$ cat src/rtl/delay_line_pkg.sv
// rtl/delay_line_pkg.sv - shared types and defaults for the delay line and its probe
package delay_line_pkg;

    localparam int DEF_CLK_HZ        = 100_000_000;
    localparam int DEF_CARRIER_HALF  = 1316;
    localparam int DEF_BURST_PERIODS = 20;
    localparam int DEF_COUNT_W       = 24;

    typedef enum logic [1:0] {
        ST_IDLE   = 2'd0,
        ST_BURST  = 2'd1,
        ST_LISTEN = 2'd2,
        ST_DONE   = 2'd3
    } probe_state_t;

    // Counter width able to hold 0..n-1, never narrower than one bit.
    function automatic int cnt_width(input int n);
        return (n > 1) ? $clog2(n) : 1;
    endfunction

endpackage

$ cat src/rtl/rx_edge_sync.sv
// rtl/rx_edge_sync.sv - two-flop synchroniser with rising-edge detector
module rx_edge_sync (
    input  logic clk,
    input  logic reset,
    input  logic async_in,
    output logic rise
);

    logic sync1;
    logic sync2;
    logic prev;

    always_ff @(posedge clk) begin
        if (reset) begin
            sync1 <= 1'b0;
            sync2 <= 1'b0;
            prev  <= 1'b0;
        end else begin
            sync1 <= async_in;
            sync2 <= sync1;
            prev  <= sync2;
        end
    end

    assign rise = sync2 & ~prev;

endmodule

$ cat src/rtl/delay_line_probe.sv
// rtl/delay_line_probe.sv - IR burst transmitter and round-trip echo delay meter
module delay_line_probe
    import delay_line_pkg::*;
#(
    parameter int CARRIER_HALF  = DEF_CARRIER_HALF,
    parameter int BURST_PERIODS = DEF_BURST_PERIODS,
    parameter int COUNT_W       = DEF_COUNT_W
) (
    input  logic               clk,
    input  logic               reset,
    input  logic               start,
    output logic               busy,
    output logic               tx_out,
    input  logic               rx_in,
    output logic               done,
    output logic               echo_valid,
    output logic [COUNT_W-1:0] echo_delay,
    output logic               timeout
);

    localparam int HALF_W = cnt_width(CARRIER_HALF);
    localparam int PER_W  = cnt_width(BURST_PERIODS);
    localparam logic [HALF_W-1:0] HALF_LAST = HALF_W'(CARRIER_HALF - 1);
    localparam logic [PER_W-1:0]  PER_LAST  = PER_W'(BURST_PERIODS - 1);

    probe_state_t       state;
    probe_state_t       state_nxt;
    logic [HALF_W-1:0]  half_cnt;
    logic               phase;
    logic [PER_W-1:0]   period_cnt;
    logic [COUNT_W-1:0] count;
    logic               rx_rise;
    logic               capture;
    logic               burst_end;
    logic               count_max;

    rx_edge_sync u_rx_sync (
        .clk      (clk),
        .reset    (reset),
        .async_in (rx_in),
        .rise     (rx_rise)
    );

    assign count_max = &count;
    // Only the first rise of a measurement is taken; echo_valid disarms the rest.
    assign capture   = rx_rise && !echo_valid &&
                       (state == ST_BURST || state == ST_LISTEN);
    assign burst_end = (state == ST_BURST) && phase &&
                       (half_cnt == HALF_LAST) && (period_cnt == PER_LAST);

    assign busy   = (state != ST_IDLE);
    assign done   = (state == ST_DONE);
    assign tx_out = (state == ST_BURST) && !phase;

    always_ff @(posedge clk) begin
        if (reset) begin
            state <= ST_IDLE;
        end else begin
            state <= state_nxt;
        end
    end

    always_comb begin
        state_nxt = state;
        case (state)
            ST_IDLE: begin
                if (start) begin
                    state_nxt = ST_BURST;
                end
            end
            ST_BURST: begin
                if (burst_end) begin
                    state_nxt = (echo_valid || capture) ? ST_DONE : ST_LISTEN;
                end
            end
            ST_LISTEN: begin
                if (capture || count_max) begin
                    state_nxt = ST_DONE;
                end
            end
            ST_DONE: begin
                state_nxt = ST_IDLE;
            end
            default: begin
                state_nxt = ST_IDLE;
            end
        endcase
    end

    always_ff @(posedge clk) begin
        if (reset) begin
            half_cnt   <= '0;
            phase      <= 1'b0;
            period_cnt <= '0;
            count      <= '0;
            echo_valid <= 1'b0;
            echo_delay <= '0;
            timeout    <= 1'b0;
        end else begin
            case (state)
                ST_IDLE: begin
                    if (start) begin
                        half_cnt   <= '0;
                        phase      <= 1'b0;
                        period_cnt <= '0;
                        count      <= '0;
                        echo_valid <= 1'b0;
                        echo_delay <= '0;
                        timeout    <= 1'b0;
                    end
                end
                ST_BURST, ST_LISTEN: begin
                    if (!count_max) begin
                        count <= count + COUNT_W'(1);
                    end
                    if (state == ST_BURST) begin
                        if (half_cnt == HALF_LAST) begin
                            half_cnt <= '0;
                            phase    <= ~phase;
                            if (phase) begin
                                period_cnt <= period_cnt + PER_W'(1);
                            end
                        end else begin
                            half_cnt <= half_cnt + HALF_W'(1);
                        end
                    end
                    if (capture) begin
                        echo_valid <= 1'b1;
                        echo_delay <= count;
                    end else if (state == ST_LISTEN && count_max) begin
                        timeout <= 1'b1;
                    end
                end
                default: begin
                end
            endcase
        end
    end

endmodule

$ cat config.mk
export PLATFORM = sky130hd
export DESIGN_NAME = delay_line_probe
export DESIGN_NICKNAME = d
export VERILOG_FILES = /design/src/rtl/delay_line_pkg.sv /design/src/rtl/rx_edge_sync.sv /design/src/rtl/delay_line_probe.sv
export SDC_FILE = /design/constraint.sdc
export NUM_CORES = 1
export LEC_CHECK = 0
export ABC_CLOCK_PERIOD_IN_PS = 3100
export CAP_MARGIN = 25
export CORE_ASPECT_RATIO = 0.8
export CORE_MARGIN = 8
export CORE_UTILIZATION = 50
export CTS_CLUSTER_DIAMETER = 60
export DETAILED_ROUTE_END_ITERATION = 7
export PLACE_DENSITY = 0.71
export SETUP_SLACK_MARGIN = 0.1
export SYNTH_ARGS = -nofsm -noshare
export SYNTH_HDL_FRONTEND = slang
export SYNTH_SLANG_ARGS = --single-unit
$ cat constraint.sdc
create_clock -name clk -period 3.1 [get_ports clk]
set_input_delay 0.93 -clock clk [delete_from_list [all_inputs] [get_ports clk]]
set_output_delay 0.93 -clock clk [all_outputs]
set_load 0.03 [all_outputs]
==> metrics.md <==
| Metric | Value |
|---|---|
| Status | completed |
| Clk_lat worst skew | 0.35 ns |
| Unique cell type count in the Yosys netlist | 53 |
| Number of diodes | 0 |
| RSZ-0062 raised after global routing | no |
| Crit Path Class | reg2out |
| Post-Route WL | 7820 um |
| Async SR Flop Fraction | 0% |
| Max Fanout on Critical Path | 6 |
| Max Cap Violations | 0 |
| Clk_skew | a little over 0.009 ns |
| CORE AREA | 0.00641 mm2 |
| Root Buffer | clkbuf_8 |
| Post-CTS Setup Repair Bufs | 0 |
| CP top delay family | buffers and inverters |
| Vias in the first global route | between 2,000 and 3,000 |
| # setup viols final | 0 |
| Cells after Synth | 376 |
| Post-cts sizing count | 0 |
| Startpoint class of the critical path | register |
| Worst min path class | reg2reg |
| Die ar. | 0.00949 mm2 |
| Fin crit period | 2.89 ns |
| Clock sinks | slightly above 70 |
| Final setup TNS | 0 ns |
| Post-Syn Area | roughly 0.0033 mm2 |
| Post-synthesis sequential area ratio | 43.6% |
| Ys flop type | dfxtp_1 |
| DP Worst Slack | 0.0820 ns |
| Fin worst setup slack | 0.206 ns |
| Antenna Violating Nets Remaining | 0 |
| Sw Pwr | 981 uW |
| Part of the power in registers | 37.6% |
| Die X | 107 um |
| Gr ovfl total | 0 |
| Leak pwr | 1.36 nW |
| First-pass GRT wire length | 13,000 um |
| Syn nets | 388 |
| Hold buffer count at cts | 0 |
| DP HPWL | 5450 um |
| P&R area growth vs syn | 20.0% |
| Slew Limit Headroom | 55.8% |
| Final core utilization | approximately three fifths |
| Worst slew pin tran | around 0.65 ns |
| Iter 0 DRT Violations | 196 |
| Vias per std cell | 5.70 |
| Final Net Count | 426 |
| Yosys reg bits | 72 |
| Starting Density | 51.6% |
| Final hold viol count | 0 |
| # H-tree levels | 3 |
| Clock share of power | 29.2% |
| Comb power frac | 33.2% |
| Crit-path max cell delay | 0.68 ns |
| Drc violations | 0 |
| IO Port Bufs | 32 |
| Tot GR Track Use | 17.4% |
| Tot Pwr | roughly 2.7 mW |
| Slowest CP cell | clkdlybuf4s50_1 |
| CP arrival | 1.96 ns |
| Layout cells sized above 1 | 9.07% |
| Largest net degree at the start of global routing | 38 |
| Power per Cell Area | 688 mW/mm2 |
| Worst path cell trace | inv_1 -> ha_1 -> nor2b_1 -> clkdlybuf4s50_1 |
| YS warnings | 0 |
| Gpl congestion | 0.859 |
| CP Capture Type | primary output |
| P_int | 1.75 mW |
| Height of the die | 88.8 um |
| Routed vias | between 2,000 and 3,000 |
| Reg clk slew, reported paths | around 0.080 ns |
| Period utilization | 93.4% |
| Initial antenna violation count | 0 |
| IO Count | 33 |
| DR pass1 iterations | 5 |
| CP required | 2.17 ns |
| Crit path buffers/inverters | 2 |
| Synth Area per Inst | 8.80 um2 |
| Switch share | 35.9% |
| TritonCTS Buffers | 9 |
| Maximum clock rate | 0.346 GHz |
| EDFF count, synth | 0 |
| Wire per inst | 15.5 um |
| Max Slew Vio Count | 0 |
| Num rows | 26 |
| CTS max path bufs | 2 |
| CTS tree | yes |
| Max IR drop VDD | 0.386 mV |
per-layer routing:
metal / share of wire [%] / vias up / global-route usage [%]
met2: 44 / 57 / 26.1
met4: 1.1 / 0 / 6.37
met1: 50 / 1364 / 22.9
li1: - / 1441 / -
met5: 0 / - / 0
met3: 4.8 / 7 / 5.17
cell families (layout without fill, tap and decap cells):
kind of cell / count (synthesis) / after routing / synth area share [%]
XOR/XNOR: 22 / 22 / 5.82
adder cells (fa/ha/maj): 8 / 8 / 3.02
buffers and inverters: 23 / 66 / 2.87
multiplexers: 4 / 4 / 1.21
AO/OA/AOI/OAI: 76 / 76 / 16.0
AND/OR/NAND/NOR: 171 / 171 / 27.5
flip-flops: 72 / 72 / 43.6
synth_stat cells, types with 2 or more instances:
library cell / number / area [um2]
dfxtp_1: 72 / 1440
nor2_1: 67 / 251
a22oi_1: 24 / 180
nand2_1: 24 / 90.1
a21oi_1: 16 / 80.1
nand3_1: 16 / 80.1
clkbuf_1: 13 / 48.8
xnor2_1: 13 / 114
o21ai_0: 9 / 45.0
xor2_1: 9 / 78.8
ha_1: 8 / 100
inv_1: 8 / 30.0
nand4_1: 8 / 50.1
nor2b_1: 7 / 43.8
nor3_1: 7 / 35.0
or4_1: 7 / 52.6
o211ai_1: 6 / 45.0
or3_1: 6 / 37.5
and3_1: 4 / 25.0
mux2i_1: 4 / 40.0
o31ai_1: 4 / 30.0
a311oi_1: 3 / 26.3
nor4_1: 3 / 18.8
a211oi_1: 2 / 15.0
a21o_1: 2 / 15.0
nand2b_1: 2 / 12.5
nor4_2: 2 / 25.0
nor4bb_1: 2 / 20.0
o41ai_1: 2 / 17.5
or2_2: 2 / 12.5
or4_4: 2 / 22.5
power groups by stage:
| stage | clock [mW] | combinational [mW] | sequential [mW] |
|---|---|---|---|
| floorplan | 0 | 0.624 | 1.05 |
| global placement | 0 | 0.886 | 1.05 |
| detailed placement | 0 | 0.898 | 1.05 |
| CTS | 0.814 | 0.900 | 1.03 |
| global route | 0.847 | 1.00 | 1.03 |
| finish | 0.796 | 0.907 | 1.03 |
stage by stage:
stage	instance area, um2	cells	hold WS [ns]
2_1_floorplan	3310	376	0.414
3_3_place_gp	3760	487	0.423
3_5_place_dp	3760	487	0.444
4_1_cts	3970	503	0.461
5_1_grt	3970	503	0.462
6_report	3970	503	0.455
flip-flops by register name (all words and copies together) (netlist names):
| register | flops |
|---|---|
| count | 24 |
| echo_delay | 24 |
| half_cnt | 11 |
| period_cnt | 5 |
| state | 2 |
| echo_valid | 1 |
| phase | 1 |
| timeout | 1 |
| u_rx_sync.prev | 1 |
| u_rx_sync.sync1 | 1 |
| u_rx_sync.sync2 | 1 |
final timing paths:
path,slack [ns],from,end,cells past startpoint
min,0.45,u_rx_sync.sync1,u_rx_sync.sync2,1
min reg2reg,0.45,u_rx_sync.sync1,u_rx_sync.sync2,1
max reg2reg,0.49,state[0],count[11],7
max,0.21,state[1],tx_out,4
layout make-up:
| cell class | count | area [um2] |
|---|---|---|
| fillers | 568 | 2440 |
| flip-flops and latches | 72 | 1440 |
| clock inverters | 5 | 81.3 |
| clock buffers | 11 | 131 |
| inverters | 8 | 30.0 |
| multi-input cells | 281 | 1770 |
| repair buffers | 42 | 408 |
| well taps | 84 | 105 |
cells in the final DEF, fill, tap and decap left out, types with 3 or more instances in the layout:
cell	synthesis	routed
a21oi_1	16	16
a22oi_1	24	24
a311oi_1	3	3
and3_1	4	4
buf_4	0	9
clkbuf_8	0	9
clkdlybuf4s50_1	0	32
dfxtp_1	72	72
ha_1	8	8
inv_1	8	8
mux2i_1	4	4
nand2_1	24	24
nand3_1	16	16
nand4_1	8	8
nor2_1	67	67
nor2b_1	7	7
nor3_1	7	7
nor4_1	3	3
o211ai_1	6	6
o21ai_0	9	9
o31ai_1	4	4
or3_1	6	6
or4_1	7	7
xnor2_1	13	13
xor2_1	9	9
No activity file was read; power rests on OpenSTA's default activity.
